<file path="config.mk">
export PLATFORM = sky130hd
export DESIGN_NAME = fifo_frame_packer
export DESIGN_NICKNAME = d
export VERILOG_FILES = /design/src/rtl/fifo_frame_packer.sv
export SDC_FILE = /design/constraint.sdc
export NUM_CORES = 1
export LEC_CHECK = 0
export CAP_MARGIN = 15
export CORE_AREA = 3 3 63 65
export CTS_BUF_LIST = sky130_fd_sc_hd__clkbuf_8
export CTS_CLUSTER_SIZE = 12
export DETAILED_ROUTE_END_ITERATION = 8
export DIE_AREA = 0 0 66 68
export GPL_TIMING_DRIVEN = 0
export PLACE_DENSITY_LB_ADDON = 0.05
export REMOVE_ABC_BUFFERS = 1
export SYNTH_ARGS = -nofsm -noshare
export SYNTH_HDL_FRONTEND = slang
export SYNTH_SLANG_ARGS = --single-unit
</file>
<file path="constraint.sdc">
create_clock -name clk -period 6.1 [get_ports clk]
set_clock_uncertainty 0.1 [all_clocks]
set_input_delay 1.22 -clock clk [delete_from_list [all_inputs] [get_ports clk]]
set_output_delay 1.22 -clock clk [all_outputs]
set_load 0.01 [all_outputs]
</file>
<file path="src/rtl/fifo_frame_packer.sv">
// fifo_frame_packer
// Read-side consumer of the 8-deep synchronous FIFO. Once the FIFO holds a
// full payload, it drains exactly PAYLOAD_LEN bytes and emits the frame
// SOF, LEN, payload..., CHECKSUM on a valid/ready byte stream.
// The FIFO read port is registered: read data appears one cycle after the
// edge that samples fifoRdEn, which is why every payload byte costs a
// RD_REQ + RD_WAIT pair before it can be presented.

module fifo_frame_packer #(
  parameter int                    DATA_WIDTH  = 8,
  parameter int                    COUNT_WIDTH = 4,
  parameter int                    PAYLOAD_LEN = 4,
  parameter logic [DATA_WIDTH-1:0] SOF_BYTE    = 8'hA5
) (
  input  logic                   clk,
  input  logic                   resetN,
  output logic                   fifoRdEn,
  input  logic [DATA_WIDTH-1:0]  fifoRdData,
  input  logic                   fifoEmpty,
  input  logic [COUNT_WIDTH-1:0] fifoDataCount,
  output logic [DATA_WIDTH-1:0]  txData,
  output logic                   txValid,
  input  logic                   txReady,
  output logic                   txLast,
  output logic                   busy
);

  // Frame sequencing states
  localparam logic [2:0] IDLE    = 3'd0;
  localparam logic [2:0] HDR_SOF = 3'd1;
  localparam logic [2:0] HDR_LEN = 3'd2;
  localparam logic [2:0] RD_REQ  = 3'd3;
  localparam logic [2:0] RD_WAIT = 3'd4;
  localparam logic [2:0] PAYLOAD = 3'd5;
  localparam logic [2:0] CHKSUM  = 3'd6;

  localparam logic [COUNT_WIDTH-1:0] LEN_COUNT  = COUNT_WIDTH'(PAYLOAD_LEN);
  localparam logic [COUNT_WIDTH-1:0] LAST_INDEX = COUNT_WIDTH'(PAYLOAD_LEN - 1);
  localparam logic [DATA_WIDTH-1:0]  LEN_BYTE   = DATA_WIDTH'(PAYLOAD_LEN);

  logic [2:0]             state;
  logic [DATA_WIDTH-1:0]  checksum;
  logic [COUNT_WIDTH-1:0] byteCount;
  logic                   txFire;
  logic                   lastByte;

  assign txFire   = txValid & txReady;
  assign lastByte = (byteCount == LAST_INDEX);

  // Read strobe lasts exactly the one RD_REQ cycle; an empty FIFO holds it off
  always_comb begin
    fifoRdEn = 1'b0;
    if (state == RD_REQ && !fifoEmpty) begin
      fifoRdEn = 1'b1;
    end
  end

  // Busy whenever a frame is in progress
  always_comb begin
    busy = (state != IDLE);
  end

  // Frame FSM with registered output byte, valid/last, checksum and byte counter
  always_ff @(posedge clk or negedge resetN) begin
    if (!resetN) begin
      state     <= IDLE;
      txData    <= '0;
      txValid   <= 1'b0;
      txLast    <= 1'b0;
      checksum  <= '0;
      byteCount <= '0;
    end else begin
      case (state)
        IDLE: begin
          if (fifoDataCount >= LEN_COUNT) begin
            state     <= HDR_SOF;
            txData    <= SOF_BYTE;
            txValid   <= 1'b1;
            txLast    <= 1'b0;
            checksum  <= '0;
            byteCount <= '0;
          end
        end

        HDR_SOF: begin
          if (txFire) begin
            state  <= HDR_LEN;
            txData <= LEN_BYTE;
          end
        end

        HDR_LEN: begin
          if (txFire) begin
            state   <= RD_REQ;
            txValid <= 1'b0;
          end
        end

        RD_REQ: begin
          if (!fifoEmpty) begin
            state <= RD_WAIT;
          end
        end

        RD_WAIT: begin
          state    <= PAYLOAD;
          txData   <= fifoRdData;
          txValid  <= 1'b1;
          checksum <= checksum + fifoRdData;
        end

        PAYLOAD: begin
          if (txFire) begin
            if (lastByte) begin
              state  <= CHKSUM;
              txData <= checksum;
              txLast <= 1'b1;
            end else begin
              state     <= RD_REQ;
              byteCount <= byteCount + 1'b1;
              txValid   <= 1'b0;
            end
          end
        end

        CHKSUM: begin
          if (txFire) begin
            state   <= IDLE;
            txValid <= 1'b0;
            txLast  <= 1'b0;
          end
        end

        default: begin
          state   <= IDLE;
          txValid <= 1'b0;
          txLast  <= 1'b0;
        end
      endcase
    end
  end

endmodule

</file>
## Word level (Yosys, flattened, before mapping)

Index checks and enable logic that the tools add are counted.

- Multipliers: 0
- Equal/unequal tests: 16
- Divide/modulo/power cells: 0
- Multiplexer cells: 29
- Magnitude comparators: 1
- Shift operators: 0
- Reduce and logical (&&, ||, !) cells: 16
- Bitwise operators: 3
- $add $sub $neg: 2

Operators by type and width:

| kind | count |
|---|---|
| $mux 8 | 5 |
| $pmux 8 s4 | 1 |
| $mux 3 | 7 |
| $pmux 3 s7 | 1 |
| $ne 2x2->1 const B | 8 |
| $pmux 8 s2 | 1 |
| $reduce_and 5->1 | 3 |
| $mux 4 | 3 |
| $eq 3x3->1 const B | 3 |
| $add 8x8->8 | 1 |
| $mux 1 | 8 |
| $pmux 4 s2 | 1 |
| $eq 3x2->1 const B | 2 |
| $reduce_and 6->1 | 1 |
| $pmux 1 s5 | 1 |
| $add 4x1->4 const B | 1 |
| $eq 4x2->1 const B | 1 |
| $ge 4x3->1 const B | 1 |
| $pmux 1 s4 | 1 |
| $reduce_and 4->1 | 1 |
| $reduce_bool 2->1 | 2 |
| $reduce_bool 4->1 | 1 |
| $reduce_or 2->1 | 2 |
| $reduce_or 4->1 | 1 |
| other kinds (9) | 10 |

- Flip-flop bits (word level): 25
- Bits of input ports: 16
- Memories: 0
- Bits in read-only memories: 0
- Memory bits (writable): 0
- Bits in latches: 0
- Logic and storage cells: 73
- Output and inout port bits: 12

## Depth between registers and ports, before layout

- Depth after elaboration: 4
- Gate-level depth with buffers: 8
- Depth with buffers taken out: 8

## Worst setup path before layout

No wires, ideal clock.

- Path kind: input port to flip-flop
- Start: input fifoRdData[0]
- End: register checksum[6]
- Path buffers: 0
- Slack: 3.131 ns
- Cell stages on the path: 8
- Library setup time: 0.121 ns
- Arrival time: 2.748 ns
- Data required time: 5.879 ns
- Cells stage by stage: ha_1 -> fa_1 -> a21o_1 -> a21oi_1 -> o21bai_1 -> a21o_1 -> xor2_1 -> a22o_1

- Longest elaborated chain between the ends: 2

Ends and longest elaborated chain:

| item | RTL line | RTL |
|---|---|---|
| from (decl) | 18 | `input logic [DATA_WIDTH-1:0] fifoRdData,` |
| $add 8x8->8 | 109 | `checksum <= checksum + fifoRdData;` |
| $pmux 8 s2 | 73 | `case (state)` |
| to (signal assigned) | 109 |  |
| to (decl) | 42 | `logic [DATA_WIDTH-1:0] checksum;` |

Every way passes these cells.
A chain may end at the register's enable or synchronous reset.

## Worst setup path after layout

- Start: input fifoEmpty
- End: output fifoRdEn

- Longest elaborated chain between the ends: 3

Ends and longest elaborated chain:

| item | RTL line | RTL |
|---|---|---|
| from (decl) | 19 | `input logic fifoEmpty,` |
| $logic_not 1->1 | n/a |  |
| $logic_and 1x1->1 | 53 | `if (state == RD_REQ && !fifoEmpty) begin` |
| $mux 1 | 53 |  |
| to (decl) | 17 | `output logic fifoRdEn,` |

Every way passes these cells.

==> out/metrics.csv <==
metric,value,unit
n_antenna_cell,0,
cp.depth,3,
worst_r2r_path_depth,8,
cts_root_buf,sky130_fd_sc_hd__clkbuf_8,
final_max_slew_viol_count,0,
area.growth.synth_to_final,20.32,%
grt_util_all_layers,16.39,%
timing.critical_path.to_type,primary output,
ys.flop_type,sky130_fd_sc_hd__dfrtp_1,
post_synthesis_share_of_cell_area_spent_on_full_adders_half_adders_and_majority_gates,7.711,%
port_buffers,25,
worst-endpoint-required,4.78,ns
number_of_antenna_violations_at_the_first_check_in_global_routing,0,
layout_common_cells,"25 x sky130_fd_sc_hd__dfrtp_1, 25 x sky130_fd_sc_hd__clkdlybuf4s50_1, 24 x sky130_fd_sc_hd__nand2_1",
die-width,66,µm
worst_skew_pair.late_latency,0.27,ns
drt-wirelength-per-cell,13.76,µm
dieArea,4488,µm²
floorplan.rows,21,
route.detailed.vias_per_inst,5.595,
fill_cells,332,
hold_depth,2,
outcome,"finished, final reports clean",
clock_path_buffers,2,
fp.dieH,68,µm
destination_of_the_worst_register_to_register_timing_path,checksum[6],
timing.critical_path.slowest_stage_cell,sky130_fd_sc_hd__clkdlybuf4s50_1,
post_cts_buffers,0,
dr_total_vias,1326,
place.detailed.hpwl,2399,µm
globalplace.congestion,0.8125,
worstHoldStart,txData[5],
detail_route.iter0.violations,95,
r2r_start,checksum[0],
worst_hold_slack,0.3899,ns
synth-seq-cells,25,
grt_pass1_wl,5658,µm
finish.instance_area,1874,µm²
holdCritPathClass,flip-flop to flip-flop,
worstPathMaxFanout,2,
cts_made_buffers,3,
grt_setup_unrepaired,false,
fp.coreArea,3390,µm²
tritoncts,built,
report.final.setup_viol,0,
grt_pass1_vias,1261,
finalHoldViolCount,0,
xor_xnor_fraction_of_synth_area,3.373,%
timing.final.crit_share,61.38,%
hold_end,txData[5],
reg2reg_setup_slack,3.85,ns
vdd_drop_max,0.0001487,V
synth_async_sr_flop_share,100.0,%
synth_seq_area_share,40.16,%
placement.cell_area,1829,µm²
layout.nets,217,
synth_simple_gate_area_share,17.91,%
worstPathBufferInverterCount,2,
p_per_area,412.7,nW/µm²
finalCriticalPeriod,3.744,ns
total_leakage_power,0.8288,nW
cts_resized,0,
fin_tns_setup,0,ns
initial_core_util,45.96,%
cp.arrival,2.42,ns
start_kind,input port,
relSlewSlack,47.31,%
gr-total-overflow,0,
cpLargestDelayFamily,buffers and inverters,
crit_start,fifoEmpty,
yosysWarningCount,0,
post_route_cells_drive_above_1_share,7.853,%
max_freq,0.2671,GHz
maxCapViolCount,0,
tritoncts_num_sinks,25,
ys_types,44,
syn-cell-area,1558,µm²
worst_path_largest_cell_delay,0.57,ns
crit_type,input port to primary output,
largest_net_degree_at_the_start_of_global_routing,22,
netlist_instances,170,
largest_family_of_logic_cells_by_synthesized_area,compound AO/OA/AOI/OAI gates,
crit_path_cell_chain,"clkdlybuf4s50_1, nor3_1, clkdlybuf4s50_1",
drc_errors,0,
detail_route.first_pass.iterations,5,
io_pins,28,
synth_mux_area_share,0,%
worst_slew_pin_slew,0.7899,ns
routed_antenna_nets,0,
fraction_of_the_mapped_netlist_area_in_compound_gates,26.02,%
cts-hold-fix-buffers,0,
htreeDepth,1,
avgSynthCellArea,9.163,µm²
path_clk_slew,0.09,ns
synth-edff-count,0,
route.final.wire_length,3262,µm
critical-path-top-cell-by-count,sky130_fd_sc_hd__clkdlybuf4s50_1,
[per-stage QoR]
stage	total power, mW	instances	worst slack, ns	utilization [%]
global route	0.8473	237	2.304	55.30
finish	0.7735	237	2.356	55.30
floorplan	0.5385	161	3.131	-
CTS	0.7823	237	2.340	55.30
global placement	0.6734	232	2.376	53.16
detailed placement	0.6829	233	2.355	53.97
[tightest hold or removal path: stages, from the launching register on]
cell,delay (ns)
sky130_fd_sc_hd__dfrtp_1,0.37
sky130_fd_sc_hd__nand2_2,0.05
sky130_fd_sc_hd__o21ai_2,0.04
[kinds of logic (layout without fill, tap and decap cells)]
kind of cell	Yosys count	count (layout)
xor+xnor	6	6
fa+ha+maj	9	9
compound gates	58	58
buf+inv	12	33
simple gates	60	60
flops	25	25
[how the worst max path moves through the flow]
stage / to / slack, ns
CTS: fifoRdEn / 2.34
global route: fifoRdEn / 2.30
global placement: fifoRdEn / 2.38
floorplan: checksum[6] / 3.13
detailed placement: fifoRdEn / 2.36
finish: fifoRdEn / 2.36
[final cells by class]
| type | instances | area, µm² | area share [%] |
|---|---|---|---|
| Multi-Input combinational cell | 133 | 857.1 | 45.73 |
| Sequential cell | 25 | 625.6 | 33.38 |
| Timing Repair Buffer | 26 | 277.8 | 14.82 |
| Tap cell | 46 | 57.56 | 3.071 |
| Clock buffer | 3 | 41.29 | 2.203 |
| Inverter | 3 | 11.26 | 0.6008 |
| Clock inverter | 1 | 3.754 | 0.2003 |
[metal layers]
layer  share of wire, %  vias to the layer above  track usage, %  wire, µm
met2                 49                       29           28.54      1589
met1                 46                      637           20.35      1490
met5                  0                        -               0         0
met4                1.7                        0           6.853        55
li1                   -                      655               -         -
met3                3.9                        5           2.463       126
[cell usage after synthesis, types with 3 or more instances]
master | count | area share, %
sky130_fd_sc_hd__a21o_1 | 4 | 1.9
sky130_fd_sc_hd__a21oi_1 | 11 | 3.5
sky130_fd_sc_hd__a22o_1 | 7 | 3.9
sky130_fd_sc_hd__a22oi_1 | 4 | 1.9
sky130_fd_sc_hd__buf_4 | 3 | 1.4
sky130_fd_sc_hd__clkbuf_1 | 3 | 0.72
sky130_fd_sc_hd__dfrtp_1 | 25 | 40
sky130_fd_sc_hd__ha_1 | 8 | 6.4
sky130_fd_sc_hd__inv_1 | 3 | 0.72
sky130_fd_sc_hd__nand2_1 | 24 | 5.8
sky130_fd_sc_hd__nand2_2 | 4 | 1.6
sky130_fd_sc_hd__nand2b_1 | 3 | 1.2
sky130_fd_sc_hd__nand3_1 | 5 | 1.6
sky130_fd_sc_hd__nor2_1 | 13 | 3.1
sky130_fd_sc_hd__o21ai_0 | 9 | 2.9
sky130_fd_sc_hd__o21ai_1 | 6 | 1.9
sky130_fd_sc_hd__xor2_1 | 4 | 2.2
[report_power, final]
part / total (mW) / internal (mW) / switching (mW) / leakage [nW]
combinational: 0.380 / 0.190 / 0.190 / 0.472
sequential: 0.295 / 0.220 / 0.0746 / 0.329
clock: 0.0989 / 0.0451 / 0.0537 / 0.0269
[flip-flops by register name, summed over array words and instances, names as in the netlist]
register / cells
txValid: 1
txLast: 1
checksum: 8
byteCount: 4
state: 3
txData: 8
(Power assumes the default switching activity.)
